$ cat src/rtl/ipu_result_tx.sv
// ipu_result_tx: buffers 8-bit IPU results and returns them to the host as UART frames.
// Define IPU_TX_PARITY_EN for 8E1 frames; the default build sends 8N1.
module ipu_result_tx #(
    parameter int CLKS_PER_BIT = 16,
    parameter int FIFO_DEPTH   = 4
) (
    input  logic       Clk,
    input  logic       Rst_n,
    input  logic [7:0] C,
    input  logic       Valid,
    output logic       Ready,
    input  logic       OvfClr,
    output logic       Overflow,
    output logic       Busy,
    output logic       Tx
);

    localparam int AW = $clog2(FIFO_DEPTH);
    localparam int CW = $clog2(FIFO_DEPTH + 1);
    localparam logic [CW-1:0] FULL = CW'(FIFO_DEPTH);
    localparam logic [15:0] LAST = 16'(CLKS_PER_BIT - 1);

`ifdef IPU_TX_PARITY_EN
    typedef enum logic [2:0] {IDLE, START, DATA, PARITY, STOP} state_t;
`else
    typedef enum logic [2:0] {IDLE, START, DATA, STOP} state_t;
`endif

    state_t state, next;

    logic [7:0]    mem [FIFO_DEPTH];
    logic [AW-1:0] wr_ptr, rd_ptr;
    logic [CW-1:0] count, count_nxt;
    logic          ready_q, ovf_q;
    logic [15:0]   baud;
    logic [2:0]    bit_idx;
    logic [7:0]    shreg;
    logic          par_q;
    logic          wr, pop, not_empty, bit_done;

    assign wr        = Valid && ready_q;
    assign not_empty = (count != '0);
    assign bit_done  = (baud == LAST);
    assign count_nxt = count + CW'(wr) - CW'(pop);

    always_ff @(posedge Clk or negedge Rst_n) begin
        if (!Rst_n) state <= IDLE;
        else        state <= next;
    end

    always_comb begin
        next = state;
        pop  = 1'b0;
        unique case (state)
            IDLE: begin
                if (not_empty) begin
                    next = START;
                    pop  = 1'b1;
                end
            end
            START: if (bit_done) next = DATA;
            DATA: begin
                if (bit_done && bit_idx == 3'd7) begin
`ifdef IPU_TX_PARITY_EN
                    next = PARITY;
`else
                    next = STOP;
`endif
                end
            end
`ifdef IPU_TX_PARITY_EN
            PARITY: if (bit_done) next = STOP;
`endif
            STOP: begin
                // back-to-back frames restart without an idle gap
                if (bit_done) begin
                    if (not_empty) begin
                        next = START;
                        pop  = 1'b1;
                    end else begin
                        next = IDLE;
                    end
                end
            end
            default: next = IDLE;
        endcase
    end

    always_ff @(posedge Clk) begin
        if (wr) mem[wr_ptr] <= C;
    end

    always_ff @(posedge Clk or negedge Rst_n) begin
        if (!Rst_n) begin
            wr_ptr  <= '0;
            rd_ptr  <= '0;
            count   <= '0;
            ready_q <= 1'b1;
        end else begin
            if (wr)  wr_ptr <= wr_ptr + 1'b1;
            if (pop) rd_ptr <= rd_ptr + 1'b1;
            count   <= count_nxt;
            ready_q <= (count_nxt != FULL);
        end
    end

    always_ff @(posedge Clk or negedge Rst_n) begin
        if (!Rst_n)                  ovf_q <= 1'b0;
        else if (OvfClr)             ovf_q <= 1'b0;
        else if (Valid && !ready_q)  ovf_q <= 1'b1;
    end

    always_ff @(posedge Clk or negedge Rst_n) begin
        if (!Rst_n) begin
            baud    <= '0;
            bit_idx <= '0;
            shreg   <= '0;
            par_q   <= 1'b0;
        end else begin
            if (state == IDLE || bit_done) baud <= '0;
            else                           baud <= baud + 16'd1;
            if (pop) begin
                shreg   <= mem[rd_ptr];
                par_q   <= ^mem[rd_ptr];
                bit_idx <= '0;
            end else if (state == DATA && bit_done) begin
                shreg   <= {1'b0, shreg[7:1]};
                bit_idx <= bit_idx + 3'd1;
            end
        end
    end

    always_comb begin
        Tx = 1'b1;
        unique case (state)
            START:   Tx = 1'b0;
            DATA:    Tx = shreg[0];
`ifdef IPU_TX_PARITY_EN
            PARITY:  Tx = par_q;
`endif
            default: Tx = 1'b1;
        endcase
    end

`ifndef IPU_TX_PARITY_EN
    logic unused_par;
    assign unused_par = par_q;
`endif

    assign Ready    = ready_q;
    assign Overflow = ovf_q;
    assign Busy     = (state != IDLE) || not_empty;

endmodule

$ cat config.mk
export PLATFORM = sky130hd
export DESIGN_NAME = ipu_result_tx
export DESIGN_NICKNAME = d
export VERILOG_FILES = /design/src/rtl/ipu_result_tx.sv
export SDC_FILE = /design/constraint.sdc
export NUM_CORES = 1
export LEC_CHECK = 0
export CAP_MARGIN = 0
export CORE_ASPECT_RATIO = 0.5
export CORE_MARGIN = 2
export CORE_UTILIZATION = 55
export CTS_BUF_LIST = sky130_fd_sc_hd__clkbuf_16
export DETAILED_ROUTE_END_ITERATION = 10
export GPL_TIMING_DRIVEN = 0
export HOLD_SLACK_MARGIN = 0.15
export PLACE_DENSITY = 0.78
export SETUP_SLACK_MARGIN = 0.5
export SYNTH_ARGS = -nofsm -noshare
export SYNTH_HDL_FRONTEND = slang
export SYNTH_SLANG_ARGS = --single-unit
$ cat constraint.sdc
create_clock -name Clk -period 4.5 [get_ports Clk]
set_input_delay 0.9 -clock Clk [delete_from_list [all_inputs] [get_ports Clk]]
set_output_delay 0.9 -clock Clk [all_outputs]
set_load 0.02 [all_outputs]
== Yosys cells after proc, flatten, opt, wreduce, memory -nomap -nowiden ==
Memory sizes are Yosys's and may differ from the RTL's.
Index checks and enable logic that the tools add are counted.
Operators by class
  reduce and logical (&&, ||, !) cells: 13
  mux-type cells: 19
  bitwise gates (word level): 0
  divide/modulo/power cells: 0
  $lt $le $gt $ge: 0
  equal/unequal tests: 10
  $add $sub $neg: 6
  multiply operators: 0
  shifts and indexed selects: 0
Operator list (count)
  3-bit two-way mux: 6
  16-bit by 1-bit adder with 16-bit output (second input constant): 1
  16-bit by 4-bit equality test with 1-bit output (second input constant): 1
  16-bit two-way mux: 1
  8-bit two-way mux: 2
  3-bit case mux with 4 select lines: 1
  2-bit != test (second input constant): 4
  1-bit two-way mux: 7
  3-bit by 2-bit equality test with 1-bit output (second input constant): 2
  3-bit nonzero test: 2
  2-bit by 1-bit adder with 2-bit output (second input constant): 2
  1-bit logical AND: 4
  1-bit case mux with 2 select lines: 2
  4-bit AND reduction: 1
  2-bit nonzero test: 2
  3-bit by 1-bit adder with 3-bit output: 1
  3-bit by 1-bit adder with 3-bit output (second input constant): 1
  3-bit by 1-bit equality test with 1-bit output (second input constant): 1
  3-bit equality test (second input constant): 1
  3-bit logical NOT: 1
  3-bit != test (second input constant): 1
  3-bit by 1-bit subtractor with 3-bit output: 1
  1-bit logical OR: 2
  1-bit logical NOT: 1
Storage, ports and cells
  input port bits: 12
  memories kept: 1
  output and inout port bits: 4
  register bits: 39
  latch bits: 0
  RAM bits: 32
  memory bits (read-only): 0
Memory list
  mem: depth 4, width 8, rd ports 1, clocked after Yosys merged registers in 0, write ports 1, RTL line 31  | logic [7:0] mem [FIFO_DEPTH];

== Depth between registers and ports, before layout ==
  depth in word-level cells: 6
  mapped depth: 11
  gate-level depth less buffers: 10

== Least setup slack after synthesis ==
Ideal clock, no wire load.
  path kind: register to register
  start point: reg baud[13]
  end point: reg ready_q, in the netlist Ready
  required time: 4.417 ns
  path buffers: 1
  data arrival time: 2.909 ns
  cell stages (with the launch flop): 11
  slack: 1.509 ns
  period minus slack after synthesis: 2.991 ns
  cell sequence: dfrtp_1 > or4_4 > nor4_4 > a31oi_1 > buf_2 > xor2_1 > ha_1 > fa_1 > xnor2_1 > xnor2_1 > nand2_1
On the way
  word-level cells in the longest chain between the ends: 5
RTL lines
  start, declared: RTL line 35  | logic [15:0] baud;
  start signal, assigned: RTL line 121  | else baud <= baud + 16'd1;
  16-bit by 4-bit equality test with 1-bit output: RTL line 43  | assign bit_done = (baud == LAST);
  1-bit two-way mux: RTL line 76  | if (bit_done) begin
  1-bit case mux with 2 select lines: RTL line 54  | unique case (state)
  3-bit by 1-bit subtractor with 3-bit output: RTL line 44  | assign count_nxt = count + CW'(wr) - CW'(pop);
  net count_nxt[2]: RTL line 33  | logic [CW-1:0] count, count_nxt;
  3-bit != test: RTL line 103  | ready_q <= (count_nxt != FULL);
  end signal, assigned: RTL line 103
  end, declared: RTL line 34  | logic ready_q, ovf_q;
The timed path passes the listed nets, and every way through them passes these cells.
A chain may end at the register's enable or synchronous reset.

== Final worst setup path ==
  start point: reg baud[8]
  end point: reg ready_q, in the netlist Ready
The elaborated chain is that of the path after synthesis.

==> flow_summary_export.csv <==
group,metric,value,unit
status,outcome,"complete, no violations",
global_routing,grt_usage,19.6,%
finish,n_antenna_cell,0,
clocking,cts_hold_buf,0,
finish,drive_gt1_share,19.0,%
timing,worst_pin_slew,0.832,ns
floorplanning,initial_utilization,57.9,%
route,antenna_left,0,
critical_path,critPathLaunchType,"flop",
route,wl_per_cell,16.5,microns
timing,hold_viol_final,0,
synth,avgSynthCellArea,14.2,sq um
placed_design,gp_congestion,0.791,
critical_path,cp_max_fo,10,
synth,ys.flop_type,"dfrtp_1",
critical_path,worstPathRequired,4.76,ns
pwr,ir_worst_vdd,0.324,mV
critical_path,cp_slowest_cell,"or4_4",
critical_path,r2r-end,"Ready",
clocking,max-clock-path-buffers,2,
critical_path,reg2reg_slack,1.21,ns
run,max-cap-violations,0,
placed_design,port_buffers,15,
worst_hold_path,min_from,"baud[0]",
critical_path,crit_chain,"or4_4, nor4_4, a31oi_1, buf_2, xor2_1, ha_1, fa_1, xnor2_1, xnor2_1, nand2_1",
critical_path,worst_setup_path_end_kind,"flop",
worst_hold_path,hp-class,"flop to flop",
clocking,root_buffer,"clkbuf_16",
clocking,clk_latency,0.33,ns
worst_hold_path,hold_end,"baud[0]",
route,wirelength,5.48,mm
placed_design,dp.cells,315,
synth,ys_types,40,
finish,syn_to_final_growth,17.4,%
synth,syn_nets,252,
timing,setup_violations,0,
finish,fin_cells,331,
route,vias,1848,
worst_hold_path,whs_path_depth,1,
critical_path,critPathArrivalTime,3.55,ns
critical_path,r2r_cells,10,
clocking,cts_tree,"done",
floorplanning,ioPinCount,16,
floorplanning,coreArea,5560,sq um
finish,nets,278,
timing,max_slew_margin,44.5,%
clocking,cts_sinks,70,
clocking,post_cts_buffers,0,
clocking,cts_resized,0,
global_routing,antenna_found_initial,0,
floorplanning,num_rows,19,
global_routing,grt_max_degree,39,
synth,syn_inst,227,
timing,tns,0,ns
synth,yosysSeqAreaShare,59.4,%
route,drt-initial-drc-count,90,
critical_path,path_class,"flop to flop",
synth,ys_seq_elements,70,
synth,synth_warnings,0,
timing,period_share,73.1,%
floorplanning,die_x,112,microns
global_routing,grt.met2_usage,31.6,%
synth,synth_area,3220,sq um
floorplanning,fp.dieArea,6520,sq um
finish,fill_cells,408,
placed_design,dp_hpwl,3.64,mm
critical_path,cp_common_cell,"xnor2_1",
global_routing,grt_use_met3,7.11,%
route,drc_errors,0,
global_routing,grt_busiest_layer,"met2",
clocking,clk_pin_slew_worst_paths,0.06,ns
critical_path,regToRegStartpoint,"baud[8]",
synth,synth_edf_count,32,
timing,slew_viol_final,0,
route,drtPass1Iterations,4,
floorplanning,fp.dieH,58.1,microns
route,vias_per_cell,5.58,
timing,final.setup_skew,0.00450,ns
timing,rsz0062_at_grt,"no",
timing,fin_crit,3.29,ns
pwr,power.leakage,1.56,nW
global_routing,met1_usage,24.8,%
timing,fmax,0.304,GHz
global_routing,grt-ovfl-total,0,
global_routing,grt_pass1_wl,9.55,mm
critical_path,slowest_delay,0.59,ns
pwr,power.density,462,nW/um^2
clocking,cts_max_level,3,
clocking,cts_buffers,9,
synth,async_flop_share,54.3,%
global_routing,grt_pass1_vias,1906,
==> registers in the layout (all words and copies together), names as in the netlist <==
register  flops
state         2
rd_ptr        2
bit_idx       3
mem          32
baud         16
shreg         8
Ready         1
Overflow      1
count         3
wr_ptr        2
==> per-layer routing <==
layer / wire length [microns] / vias to the layer above
li1: - / 873
met1: 2480 / 926
met2: 2660 / 36
met3: 238 / 13
met4: 93 / 0
met5: 0 / -
==> cells by family (layout without fill, tap and decap cells) <==
family                   Yosys count  in the layout  synth area share, %
AO/OA/AOI/OAI                     11             11                 2.64
AND/OR/NAND/NOR                   70             70                 11.9
multiplexers                      25             25                 12.9
adder cells (fa/ha/maj)           13             13                 5.29
XOR/XNOR                          20             20                 5.44
buffers and inverters             18             49                 2.37
flip-flops                        70             70                 59.4
==> per-stage QoR <==
step / power (mW) / utilization, % / area (sq um) / hold WS, ns / worst slack [ns]
detailed placement: 1.00 / 62.1 / 3460 / 0.495 / 1.22
global route: 1.82 / 67.9 / 3780 / 0.539 / 0.971
CTS: 1.76 / 67.9 / 3780 / 0.502 / 1.19
global placement: 0.980 / 62.2 / 3460 / 0.472 / 1.25
finish: 1.75 / 67.9 / 3780 / 0.498 / 1.21
floorplan: 0.927 / - / 3220 / 0.455 / 1.51
==> how the worst max path moves through the flow <==
stage | startpoint | endpoint | slack (ns) | cells after the start
floorplan | baud[13] | Ready | 1.51 | 10
global placement | baud[8] | Ready | 1.25 | 10
detailed placement | baud[13] | Ready | 1.22 | 10
CTS | baud[8] | Ready | 1.19 | 10
global route | baud[0] | Ready | 0.97 | 11
finish | baud[8] | Ready | 1.21 | 10
==> where the power goes <==
group,internal (mW),switching (mW),total [mW]
combinational,0.0846,0.111,0.196
clock,0.487,0.267,0.755
sequential,0.761,0.0344,0.795
==> cell type report <==
| class | count | area (sq um) | area share (%) |
|---|---|---|---|
| Tap cell | 73 | 91.3 | 2.42 |
| Inverter | 13 | 48.8 | 1.29 |
| Buffer | 5 | 27.5 | 0.728 |
| Multi-Input combinational cell | 139 | 1230 | 32.5 |
| Timing Repair Buffer | 15 | 145 | 3.84 |
| Sequential cell | 70 | 1910 | 50.6 |
| Clock inverter | 7 | 98.8 | 2.62 |
| Clock buffer | 9 | 225 | 5.96 |
==> worst max-delay path: cells and delay by family (launching register included) <==
kind / cells / cell delay (ns)
AOI/OAI and AO/OA: 1 / 0.33
buffers and inverters: 1 / 0.31
DFF: 1 / 0.43
and+or+nand+nor: 3 / 1.07
xor gates and xnor gates: 3 / 0.51
adders and majority gates: 2 / 0.59
==> synthesized netlist by cell type, drive strengths merged, types with 2 or more instances <==
| cell type | instances | area [sq um] |
|---|---|---|
| edfxtp | 32 | 961 |
| nand3 | 8 | 40.0 |
| ha | 12 | 150 |
| nand4 | 5 | 31.3 |
| or4 | 5 | 56.3 |
| and3 | 4 | 25.0 |
| mux2 | 16 | 225 |
| buf | 2 | 16.3 |
| mux4 | 8 | 180 |
| clkbuf | 3 | 11.3 |
| nand2 | 10 | 37.5 |
| xnor2 | 18 | 158 |
| nor3b | 2 | 15.0 |
| nor3 | 5 | 25.0 |
| inv | 13 | 48.8 |
| nor2 | 22 | 82.6 |
| xor2 | 2 | 17.5 |
| nor4 | 5 | 46.3 |
| a21boi | 2 | 15.0 |
| dfrtp | 37 | 926 |
==> cells in the final DEF (no fill, tap or decap), types with 3 or more instances in the layout <==
cell / count
clkbuf_16: 9
nor4_1: 4
nor3_1: 5
edfxtp_1: 32
mux4_2: 8
clkdlybuf4s50_1: 14
nand3_1: 8
clkbuf_1: 3
clkinv_4: 3
mux2_2: 3
dfrtp_1: 37
nor2_1: 22
nand4_1: 5
and3_1: 4
mux2_4: 12
xnor2_1: 18
ha_1: 12
or4_4: 5
nand2_1: 10
inv_1: 14
No activity file was read; power rests on OpenSTA's default activity.
